[config.mk]
export PLATFORM = sky130hd
export DESIGN_NAME = pipeline_hazard_ctrl
export DESIGN_NICKNAME = d
export VERILOG_FILES = /design/src/rtl/pipeline_pkg.sv /design/src/rtl/md_busy_counter.sv /design/src/rtl/pipeline_hazard_ctrl.sv
export SDC_FILE = /design/constraint.sdc
export NUM_CORES = 1
export LEC_CHECK = 0
export ABC_AREA = 1
export BUFFER_PORTS_ARGS = -buffer_cell sky130_fd_sc_hd__buf_2
export CAP_MARGIN = 10
export CORE_MARGIN = 2
export CORE_UTILIZATION = 55
export DETAILED_ROUTE_END_ITERATION = 7
export PLACE_DENSITY_LB_ADDON = 0.08
export SYNTH_ARGS = -nofsm -noshare
export SYNTH_HDL_FRONTEND = slang
export SYNTH_HIERARCHICAL = 1
export SYNTH_SLANG_ARGS = --single-unit
[constraint.sdc]
create_clock -name clock -period 2.2 [get_ports clock]
set_input_delay 0.44 -clock clock [delete_from_list [all_inputs] [get_ports clock]]
set_output_delay 0.44 -clock clock [all_outputs]
set_load 0.03 [all_outputs]
[src/rtl/pipeline_pkg.sv]
// ============================================================================
// pipeline_pkg : shared types and constants for the pipeline hazard control
// Rev 1.0
// ============================================================================
`default_nettype none

package pipeline_pkg;

  typedef enum logic [0:0] {
    RUN     = 1'b0,
    MD_WAIT = 1'b1
  } md_state_e;

  localparam logic [4:0] REG_ZERO     = 5'd0;
  localparam int         MD_CNT_WIDTH = 8;

endpackage

`default_nettype wire

[src/rtl/md_busy_counter.sv]
// ============================================================================
// md_busy_counter : tracks an in-flight mult/div and flags when HI/LO is usable
// Rev 1.0
// ============================================================================
`default_nettype none

module md_busy_counter
  import pipeline_pkg::*;
#(
  parameter int MD_LATENCY = 32
) (
  input  logic clk,
  input  logic rst_n,
  input  logic i_md_start,
  output logic o_md_busy,
  output logic o_md_done
);

  localparam logic [MD_CNT_WIDTH-1:0] c_reload = MD_CNT_WIDTH'(MD_LATENCY - 1);
  localparam logic [MD_CNT_WIDTH-1:0] c_one    = MD_CNT_WIDTH'(1);

  md_state_e                r_state;
  md_state_e                w_state_nxt;
  logic [MD_CNT_WIDTH-1:0]  r_count;
  logic [MD_CNT_WIDTH-1:0]  w_count_nxt;
  logic                     w_busy;
  logic                     w_done;

  always_ff @(posedge clk) begin
    if (!rst_n) begin
      r_state <= RUN;
      r_count <= '0;
    end else begin
      r_state <= w_state_nxt;
      r_count <= w_count_nxt;
    end
  end

  always_comb begin
    w_state_nxt = r_state;
    w_count_nxt = r_count;
    w_busy      = 1'b0;
    w_done      = 1'b0;
    case (r_state)
      RUN: begin
        if (i_md_start) begin
          w_state_nxt = MD_WAIT;
          w_count_nxt = c_reload;
        end
      end
      MD_WAIT: begin
        if (r_count != '0) begin
          // A start while busy is dropped; the running operation keeps counting.
          w_busy      = 1'b1;
          w_count_nxt = r_count - c_one;
        end else begin
          w_done = 1'b1;
          if (i_md_start) begin
            w_count_nxt = c_reload;
          end else begin
            w_state_nxt = RUN;
          end
        end
      end
      default: begin
        w_state_nxt = RUN;
        w_count_nxt = '0;
      end
    endcase
  end

  assign o_md_busy = w_busy & rst_n;
  assign o_md_done = w_done & rst_n;

`ifndef SYNTHESIS
  always @(posedge clk) begin
    if (rst_n && i_md_start) begin
      assert (!w_busy)
        else $warning("md_busy_counter: ex_md_start while busy, start ignored");
    end
  end
`endif

endmodule

`default_nettype wire

[src/rtl/pipeline_hazard_ctrl.sv]
// ============================================================================
// pipeline_hazard_ctrl : stall/flush generation for PC, IF/ID and ID/EX regs
// Rev 1.0
// ============================================================================
`default_nettype none

module pipeline_hazard_ctrl
  import pipeline_pkg::*;
#(
  parameter int MD_LATENCY = 32,
  parameter int STAT_WIDTH = 32
) (
  input  logic                  clock,
  input  logic                  reset_n,
  input  logic [4:0]            id_rs,
  input  logic [4:0]            id_rt,
  input  logic                  id_uses_rt,
  input  logic                  id_reads_hilo,
  input  logic                  id_branch_taken,
  input  logic                  ex_mem_read,
  input  logic [4:0]            ex_write_reg,
  input  logic                  ex_md_start,
  output logic                  stall_pc,
  output logic                  stall_ifid,
  output logic                  flush_ifid,
  output logic                  flush_idex,
  output logic                  md_busy,
  output logic                  md_done,
  output logic [STAT_WIDTH-1:0] stall_cycles
);

  localparam logic [STAT_WIDTH-1:0] c_stat_one = STAT_WIDTH'(1);

  logic                  w_md_busy;
  logic                  w_md_done;
  logic                  w_load_hazard;
  logic                  w_md_hazard;
  logic                  w_stall;
  logic [STAT_WIDTH-1:0] r_stall_cycles;

  md_busy_counter #(
    .MD_LATENCY (MD_LATENCY)
  ) u_md_busy_counter (
    .clk        (clock),
    .rst_n      (reset_n),
    .i_md_start (ex_md_start),
    .o_md_busy  (w_md_busy),
    .o_md_done  (w_md_done)
  );

  assign w_load_hazard = ex_mem_read && (ex_write_reg != REG_ZERO) &&
                         ((ex_write_reg == id_rs) || (id_uses_rt && (ex_write_reg == id_rt)));
  assign w_md_hazard   = w_md_busy && id_reads_hilo;
  assign w_stall       = reset_n && (w_load_hazard || w_md_hazard);

  always_ff @(posedge clock) begin
    if (!reset_n) begin
      r_stall_cycles <= '0;
    end else if (w_stall && (r_stall_cycles != '1)) begin
      r_stall_cycles <= r_stall_cycles + c_stat_one;
    end
  end

  // A stall holds the branch in ID, so it is re-evaluated rather than flushed now.
  assign stall_pc     = w_stall;
  assign stall_ifid   = w_stall;
  assign flush_idex   = w_stall;
  assign flush_ifid   = reset_n && id_branch_taken && !w_stall;
  assign md_busy      = w_md_busy;
  assign md_done      = w_md_done;
  assign stall_cycles = r_stall_cycles;

endmodule

`default_nettype wire

==> impl_metrics.env, run 1 <==
export IMPL_status="complete, no violations"
export IMPL_finalNonFillerCells=618
export IMPL_hold_ws_ns=0.4962
export IMPL_clock_sinks=41
export IMPL_syn_to_final_growth_pct=16.85
export IMPL_fp_dieH_um=76.10
export IMPL_cp_max_fo=4
export IMPL_gp_congestion=0.8781
export IMPL_yosysSeqAreaShare_pct=28.71
export IMPL_hp_start="u_md_busy_counter/r_count[6]$_SDFF_PN0_"
export IMPL_max_clock_freq_mhz=482.9
export IMPL_clk_latency_ns=0.29
export IMPL_vias=3097
export IMPL_leakagePower_nw=1.666
export IMPL_synthCells=488
export IMPL_ys_top_cells_by_area="dfxtp_1 29%, nand2_1 20%, nor2_1 11%, inv_1 8.7%, nand3_1 7.4%"
export IMPL_worstMarginPinSlew_ns=0.3485
export IMPL_drt_first_iter_violations=172
export IMPL_grt_pass1_wl_um=12390
export IMPL_cts_max_path_buffers=2
export IMPL_whs_endpoint="u_md_busy_counter/r_count[6]$_SDFF_PN0_"
export IMPL_synthDistinctLibCells=28
export IMPL_grt_max_degree=28
export IMPL_vdd_ir_drop_max_mv=0.4514
export IMPL_syn_nets=513
export IMPL_startpoint_type="register"
export IMPL_die_x_um=76.10
export IMPL_ys_ff_latch=41
export IMPL_grt_usage_pct=25.55
export IMPL_synthFlopType="dfxtp_1"
export IMPL_period_needed_ns=2.071
export IMPL_ios=60
export IMPL_synth_area_per_cell_um2=5.859
export IMPL_synth_top_area_cell="dfxtp_1"
export IMPL_portBuffers=59
export IMPL_wirelength_um=6968
export IMPL_path_class="register to primary output"
export IMPL_slew_violations=0
export IMPL_slew_headroom_pct=76.68
export IMPL_cts_buffers=5
export IMPL_postCtsSetupBuffers=0
export IMPL_ys_top_cells_by_count="150 x nand2_1, 84 x nor2_1, 66 x inv_1"
export IMPL_synth_top_area_share_pct=28.71
export IMPL_drcViolationCount=0
export IMPL_synth_edf_count=0
export IMPL_r2r_start="stall_cycles[0]$_SDFFE_PN0P_"
export IMPL_overflow=0
export IMPL_period_share_pct=94.13
export IMPL_r2r_slack_ns=0.27
export IMPL_fin_area_mm2=0.003341
export IMPL_finClkSkew_ns=0.005894
export IMPL_num_antenna_cells=0
export IMPL_place_area_mm2=0.003228
export IMPL_ff2ff_path_depth=12
export IMPL_final_hold_violation_count=0
export IMPL_ant_nets=0
export IMPL_nNetsFinal=573
export IMPL_design_core_area_mm2=0.005075
export IMPL_drive_gt1_share_pct=20.62
export IMPL_rows=26
export IMPL_min_path_cells=2
export IMPL_fillerInstances=510
export IMPL_cts_root_buf="clkbuf_8"
export IMPL_initial_core_util_pct=56.34
export IMPL_drv_cap=0
export IMPL_grt_pass1_vias=2946
export IMPL_endpoint_kind="primary output"
export IMPL_dp_hpwl_um=5297
export IMPL_syn_area_mm2=0.002859
export IMPL_synth_warnings=6
export IMPL_viasPerCell=5.011
export IMPL_synth_most_common_cell="nand2_1"
export IMPL_setup_viol=0
export IMPL_hold_class="register to register"
export IMPL_die_area_mm2=0.005791
export IMPL_async_flop_share_pct=0
export IMPL_reg2reg_to="stall_cycles[31]$_SDFFE_PN0P_"
export IMPL_drt_pass1_iterations=4
export IMPL_htree_levels=2
export IMPL_rsz0062_at_grt="false"
export IMPL_cts_tree="done"
export IMPL_avgRoutedWirePerCell_um=11.28
export IMPL_utilization_pct=65.83
export IMPL_pre_cts_slack_ns=0.2384
export IMPL_place_inst=611
export IMPL_pwr_density_cell_mw_per_mm2=471.6
export IMPL_antenna_found_initial=0
export IMPL_arrival_ns=1.63
export IMPL_worst_ep_required_time_ns=1.76
export IMPL_clkTransAtPathRegs_ns=0.07
export IMPL_setup_ws_ns=0.1291
## logic make-up (layout without fill, tap and decap cells)
logic type | count (synthesis) | in the layout | share of synthesized area [%]
simple gates | 325 | 325 | 50.81
buf+inv | 84 | 144 | 12.30
flops | 41 | 41 | 28.71
compound gates | 30 | 30 | 5.339
xor+xnor | 5 | 5 | 1.532
fa+ha+maj | 3 | 3 | 1.313
## power by group
part	internal [mW]	switching, mW
sequential	0.763	0.0234
clock	0.249	0.252
combinational	0.104	0.184
## flip-flops by register name, summed over array words and instances, names as in the netlist
signal and count:
u_md_busy_counter/r_count 8, stall_cycles 32, u_md_busy_counter/r_state 1
## through the flow
stage          setup TNS, ns  power (mW)
3_3_place_gp               0       1.075
2_1_floorplan              0       1.011
6_report                   0       1.575
5_1_grt                    0       1.660
3_5_place_dp               0       1.083
4_1_cts             -0.01994       1.588
## worst max-delay path by stage
stage               slack, ns                                     from                             to  depth (start not counted)
floorplan               0.003  u_md_busy_counter/r_count[0]$_SDFF_PN0_                     stall_ifid                          8
finish                   0.13  u_md_busy_counter/r_count[0]$_SDFF_PN0_                     flush_ifid                          9
global route             0.02  u_md_busy_counter/r_count[0]$_SDFF_PN0_                     flush_ifid                          9
CTS                    -0.008  u_md_busy_counter/r_count[0]$_SDFF_PN0_                     flush_idex                          8
global placement         0.30                          ex_write_reg[2]                     flush_ifid                          9
detailed placement       0.24                          ex_write_reg[0]  stall_cycles[17]$_SDFFE_PN0P_                         13
## final cells by class
cell class	count	area, µm²	area share [%]
multi-input cells	363	1715	51.35
flip-flops and latches	41	823.3	24.64
repair buffers	66	361.6	10.82
inverters	71	266.5	7.978
clock buffers	7	86.33	2.584
well taps	70	87.58	2.622
## cell usage in the layout, fill, tap and decap left out, drive strengths merged
cell      n
clkbuf    7
a31oi     2
nand2   155
xnor2     2
o21ai     7
ha        3
nor4      1
dfxtp    41
a21oi    21
xor2      3
nor3      8
clkinv    1
nand3    46
inv      70
nor2     99
nand4    16
buf      66
## metal layers
| layer | track usage (%) | part of all wire (%) | vias to the layer above |
|---|---|---|---|
| met5 | 0 | 0 | - |
| li1 | - | - | 1631 |
| met1 | 30.21 | 45 | 1408 |
| met4 | 7.636 | 1.2 | 0 |
| met2 | 47.50 | 50 | 53 |
| met3 | 4.028 | 3.1 | 5 |
## worst max-delay path, cell delays in order, from the launching register on
cell and delay [ns]:
dfxtp_2 0.34, inv_2 0.06, ha_2 0.17, nand3_1 0.09
nor2_2 0.18, nor2_2 0.07, nand2_2 0.11, nand2_4 0.08
nor2_2 0.10, buf_6 0.13
## what timing repair did
action                                  in CTS  in global routing
cloned                                       0                  0
endpoints found under the setup margin       4                  4
pin swaps                                    1                  3
resized for setup                            1                 14
hold buffers                                 0                  0
(Power assumes the default switching activity.)
==> run 2, diff against run 1 <==
--- a/config.mk
+++ b/config.mk
@@ -8,9 +8,9 @@
 export ABC_AREA = 1
 export BUFFER_PORTS_ARGS = -buffer_cell sky130_fd_sc_hd__buf_2
 export CAP_MARGIN = 10
-export CORE_MARGIN = 2
-export CORE_UTILIZATION = 55
+export CORE_UTILIZATION = 50
 export DETAILED_ROUTE_END_ITERATION = 7
+export GPL_ROUTABILITY_DRIVEN = 0
 export PLACE_DENSITY_LB_ADDON = 0.08
 export SYNTH_ARGS = -nofsm -noshare
 export SYNTH_HDL_FRONTEND = slang
==> constraint.sdc (replaced) <==
create_clock -name clock -period 1.7 [get_ports clock]
set_input_delay 0.34 -clock clock [delete_from_list [all_inputs] [get_ports clock]]
set_output_delay 0.34 -clock clock [all_outputs]
set_load 0.03 [all_outputs]
==> run 2 against run 1 <==
  * The flow now finishes with violations (negative setup slack)
  * Total power rose by 39%
  * First-iteration DRC count decreased by 10%
  * Core utilization is 9.6 points higher
  * Clock skew increased by 0.0018 ns
  * Clock-buffer cell count stayed put
  * Global-route usage down 0.49 points
  * Worst setup slack worse by 0.35 ns
  * Highest routed layer unchanged
==> impl_metrics.env, run 2 (synthesis gave the netlist of run 1 again) <==
export IMPL_syn_to_final_growth_pct=45.30
export IMPL_violations="negative setup slack"
export IMPL_path_class="register to primary output"
export IMPL_htree_levels=2
export IMPL_max_clock_freq_mhz=520.0
export IMPL_rows=27
export IMPL_drt_pass1_iterations=4
export IMPL_slew_headroom_pct=79.50
export IMPL_grt_max_degree=28
export IMPL_final_cell_mix="132 x nand2_1, 71 x nor2_1, 56 x inv_1"
export IMPL_hold_class="primary input to register"
export IMPL_viasPerCell=5.103
export IMPL_pwr_density_cell_mw_per_mm2=526.9
export IMPL_drive_gt1_share_pct=40.07
export IMPL_die_x_um=77.62
export IMPL_endpoint_kind="primary output"
export IMPL_num_antenna_cells=0
export IMPL_wirelength_um=7956
export IMPL_setup_ws_ns=-0.2230
export IMPL_power_mw=2.189
export IMPL_final_common_cell="nand2_1"
export IMPL_cp_endpoint="stall_pc"
export IMPL_clkTransAtPathRegs_ns=0.07
export IMPL_leakagePower_nw=1.974
export IMPL_grt_pass1_vias=2933
export IMPL_holdBufCountCts=0
export IMPL_grt_usage_pct=25.07
export IMPL_r2r_slack_ns=-0.07
export IMPL_portBuffers=59
export IMPL_cts_tree="done"
export IMPL_vias=3373
export IMPL_avgRoutedWirePerCell_um=12.04
export IMPL_utilization_pct=75.44
export IMPL_dp_hpwl_um=5389
export IMPL_slew_violations=0
export IMPL_ff2ff_path_depth=12
export IMPL_period_needed_ns=1.923
export IMPL_startpoint_type="register"
export IMPL_cts_root_buf="clkbuf_8"
export IMPL_r2r_start="stall_cycles[1]$_SDFFE_PN0P_"
export IMPL_die_area_mm2=0.006024
export IMPL_cts_buffers=5
export IMPL_clock_sinks=41
export IMPL_finClkSkew_ns=0.007711
export IMPL_status="finished, violations left"
export IMPL_nNetsFinal=614
export IMPL_period_share_pct=113.1
export IMPL_worst_ep_required_time_ns=1.36
export IMPL_cp_startpoint="u_md_busy_counter/r_count[0]$_SDFF_PN0_"
export IMPL_arrival_ns=1.58
export IMPL_antenna_found_initial=0
export IMPL_largest_register_ffs=32
export IMPL_setup_viol=13
export IMPL_cts_max_path_buffers=2
export IMPL_hold_ws_ns=0.4667
export IMPL_ant_nets=0
export IMPL_cp_max_fo=3
export IMPL_grt_pass1_wl_um=12400
export IMPL_design_core_area_mm2=0.005507
export IMPL_ios=60
export IMPL_drcViolationCount=0
export IMPL_rsz0062_at_grt="true"
export IMPL_reg2reg_to="stall_cycles[8]$_SDFFE_PN0P_"
export IMPL_final_hold_violation_count=0
export IMPL_setup_tns_final_ns=-1.150
export IMPL_worstMarginPinSlew_ns=0.3050
export IMPL_clk_latency_ns=0.29
export IMPL_vdd_ir_drop_max_mv=0.5326
export IMPL_overflow=0
export IMPL_initial_core_util_pct=51.92
export IMPL_pre_cts_slack_ns=-0.1251
export IMPL_fp_dieH_um=77.62
export IMPL_drv_cap=0
export IMPL_drt_first_iter_violations=154
==> run 2: cell types whose count changed in the layout (fill, tap and decap cells not counted), moves of 11 or more <==
cell / before / now
dfxtp_1: 39 / 18
buf_4: 10 / 40
dfxtp_2: 2 / 22
nand2_1: 148 / 132
nand3_1: 42 / 28
nor2_4: 3 / 15
nor2_1: 82 / 71
==> run 2: power breakdown <==
part	total, mW	switching, mW	leakage, nW	internal (mW)
registers	1.01	0.0208	0.343	0.987
clock network	0.664	0.342	0.0443	0.323
logic	0.516	0.292	1.59	0.224
total	2.19	0.655	1.97	1.53
==> run 2: critical path, cell delays in order, from the launching register on <==
cell	delay [ns]
dfxtp_2	0.34
inv_2	0.05
ha_4	0.16
nand3_4	0.06
nor2_4	0.05
nor2_4	0.11
nand2_4	0.09
buf_6	0.12
a21oi_4	0.16
buf_6	0.15
==> run 2: per-layer routing <==
layer	up-vias	GRT usage, %	wire [µm]
li1	1728	-	-
met1	1545	30.38	3508
met2	89	44.87	3985
met3	11	3.882	349
met4	0	8.113	112
met5	-	0	0
==> run 2: area by class of cell <==
cell class	count	area, µm²
Inverter	71	295.3
Clock buffer	7	86.33
Fill cell	418	1353
Tap cell	72	90.09
Multi-Input combinational cell	363	2063
Sequential cell	41	852.1
Timing Repair Buffer	107	767.0
==> run 2: worst min path at each step <==
stage | endpoint | startpoint | depth (start not counted)
after global routing | u_md_busy_counter/r_state$_SDFF_PN0_ | ex_md_start | 3
after floorplan | u_md_busy_counter/r_count[6]$_SDFF_PN0_ | u_md_busy_counter/r_count[6]$_SDFF_PN0_ | 2
final | u_md_busy_counter/r_state$_SDFF_PN0_ | ex_md_start | 3
after global placement | u_md_busy_counter/r_count[6]$_SDFF_PN0_ | u_md_busy_counter/r_count[6]$_SDFF_PN0_ | 2
after CTS | u_md_busy_counter/r_state$_SDFF_PN0_ | ex_md_start | 3
after detailed placement | u_md_busy_counter/r_count[6]$_SDFF_PN0_ | u_md_busy_counter/r_count[6]$_SDFF_PN0_ | 2
==> run 2: what timing repair did <==
action / in CTS / in global routing
cloned: 0 / 1
setup endpoints to repair: 8 / 33
buffers inserted: 3 / 18
pin swaps: 7 / 39
endpoints found under the hold margin: 0 / 0
gates resized for setup: 20 / 113
==> run 2: per-stage QoR <==
stage	instances	cell area, µm²
floorplan	488	2933
global placement	635	3461
detailed placement	635	3461
CTS	645	3641
global route	661	4154
finish	661	4154
==> run 3, diff against run 2 <==
--- a/config.mk
+++ b/config.mk
@@ -12,6 +12,7 @@
 export DETAILED_ROUTE_END_ITERATION = 7
 export GPL_ROUTABILITY_DRIVEN = 0
 export PLACE_DENSITY_LB_ADDON = 0.08
+export RECOVER_POWER = 25
 export SYNTH_ARGS = -nofsm -noshare
 export SYNTH_HDL_FRONTEND = slang
 export SYNTH_HIERARCHICAL = 1
==> run 3 against run 2 <==
  * The run still ends with negative setup slack left
  * Sequential power is essentially flat
  * Worst hold slack worse by 0.011 ns
  * Die area did not move
  * Cell area down 0.36%
  * Core utilization fell by 0.27 points
  * Critical path type unchanged
  * Largest power group unchanged
  * Highest routed layer unchanged
==> impl_metrics.env, run 3 (synthesis gave the netlist of run 1 again) <==
export IMPL_status="finished, violations left"
export IMPL_violations="negative setup slack"
export IMPL_slew_violations=0
export IMPL_pre_cts_slack_ns=-0.1251
export IMPL_leakagePower_nw=1.921
export IMPL_period_needed_ns=1.921
export IMPL_grt_pass1_vias=2933
export IMPL_comb_power_share_pct=23.5
export IMPL_drt_first_iter_violations=166
export IMPL_rsz0062_at_grt="true"
export IMPL_cts_buffers=5
export IMPL_final_hold_violation_count=0
export IMPL_setup_ws_ns=-0.2211
export IMPL_hold_class="primary input to register"
export IMPL_portBuffers=59
export IMPL_cts_max_path_buffers=2
export IMPL_htree_levels=2
export IMPL_wirelength_um=7962
export IMPL_ios=60
export IMPL_avgRoutedWirePerCell_um=12.05
export IMPL_period_share_pct=113.0
export IMPL_drv_cap=0
export IMPL_worst_ep_required_time_ns=1.36
export IMPL_grt_pass1_wl_um=12400
export IMPL_vias=3379
export IMPL_dp_hpwl_um=5389
export IMPL_seqPwrFrac_pct=46.0
export IMPL_grt_max_degree=28
export IMPL_die_x_um=77.62
export IMPL_cp_max_fo=3
export IMPL_vdd_ir_drop_max_mv=0.5334
export IMPL_pwr_density_cell_mw_per_mm2=530.0
export IMPL_finClkSkew_ns=0.008399
export IMPL_nNetsFinal=614
export IMPL_drt_pass1_iterations=4
export IMPL_place_inst=635
export IMPL_clk_latency_ns=0.30
export IMPL_final_cell_mix="132 x nand2_1, 71 x nor2_1, 56 x inv_1"
export IMPL_syn_to_final_growth_pct=44.77
export IMPL_setup_tns_final_ns=-1.157
export IMPL_overflow=0
export IMPL_clock_power_share_pct=30.5
export IMPL_clock_sinks=41
export IMPL_max_clock_freq_mhz=520.5
export IMPL_ant_nets=0
export IMPL_finalNonFillerCells=661
export IMPL_initial_core_util_pct=51.92
export IMPL_worstMarginPinSlew_ns=0.3936
export IMPL_fp_dieH_um=77.62
export IMPL_sw_frac_of_total_pct=30.08
export IMPL_drcViolationCount=0
export IMPL_cts_tree="done"
export IMPL_path_class="register to primary output"
export IMPL_design_core_area_mm2=0.005507
export IMPL_setup_viol=13
export IMPL_largest_register_ffs=32
export IMPL_p_switching_uw=659.8
export IMPL_endpoint_kind="primary output"
export IMPL_antenna_found_initial=0
export IMPL_slew_headroom_pct=73.87
export IMPL_cts_root_buf="clkbuf_8"
export IMPL_num_antenna_cells=0
export IMPL_final_common_cell="nand2_1"
export IMPL_p_int_mw=1.534
export IMPL_rows=27
export IMPL_arrival_ns=1.58
export IMPL_viasPerCell=5.112
export IMPL_drive_gt1_share_pct=38.03
export IMPL_grt_usage_pct=25.07
export IMPL_startpoint_type="register"
export IMPL_clkTransAtPathRegs_ns=0.08
export IMPL_die_area_mm2=0.006024
==> run 3: final timing paths <==
kind	cells past startpoint	slack, ns	from	end
setup / recovery	9	-0.22	u_md_busy_counter/r_count[0]$_SDFF_PN0_	stall_pc
hold / removal	3	0.46	ex_md_start	u_md_busy_counter/r_state$_SDFF_PN0_
setup reg to reg	12	-0.08	stall_cycles[1]$_SDFFE_PN0P_	stall_cycles[8]$_SDFFE_PN0P_
hold reg to reg	2	0.51	u_md_busy_counter/r_count[5]$_SDFF_PN0_	u_md_busy_counter/r_count[5]$_SDFF_PN0_
==> run 3: power groups by stage <==
stage          combinational [mW]  sequential (mW)  clock, mW
6_report                    0.516             1.01      0.669
4_1_cts                     0.472             1.01      0.682
3_3_place_gp                0.430             1.03          0
2_1_floorplan               0.285             1.05          0
5_1_grt                     0.568             1.01      0.720
3_5_place_dp                0.437             1.03          0
==> run 3: final cells by class <==
cell class / instances / area [µm²]
inverter: 71 / 295.3
sequential: 41 / 852.1
clock buffer: 7 / 86.33
timing repair buffer: 107 / 752.0
tap: 72 / 90.09
fill: 426 / 1368
multi-input combinational: 363 / 2063
==> run 3: worst max-delay path, cell delays in order (launching register included) <==
cell	delay (ns)
dfxtp_2	0.34
inv_2	0.05
ha_4	0.16
nand3_4	0.06
nor2_4	0.05
nor2_4	0.11
nand2_4	0.09
buf_6	0.12
a21oi_4	0.16
buf_6	0.15
==> run 3: layer usage <==
layer,share of wire (%),track usage [%],vias up
li1,-,-,1730
met1,44,30.38,1550
met2,50,44.87,86
met3,4.3,3.882,13
met4,1.5,8.113,0
met5,0,0,-
==> run 3: what timing repair did <==
action,4_1_cts,5_1_grt
resized for setup,20,113
endpoints found under the setup margin,8,33
gates cloned,0,1
pin swaps,7,39
setup buffers,3,18
hold buffers,0,0
hold endpoints to repair,0,0
==> run 3: stage by stage <==
stage	power, mW	util, %	hold WS [ns]	area (µm²)
after global placement	1.457	62.85	0.4741	3461
after detailed placement	1.464	62.85	0.4797	3461
after global routing	2.299	75.16	0.4633	4139
after CTS	2.161	66.12	0.4531	3641
final	2.194	75.16	0.4557	4139
after floorplan	1.332	-	0.4570	2933
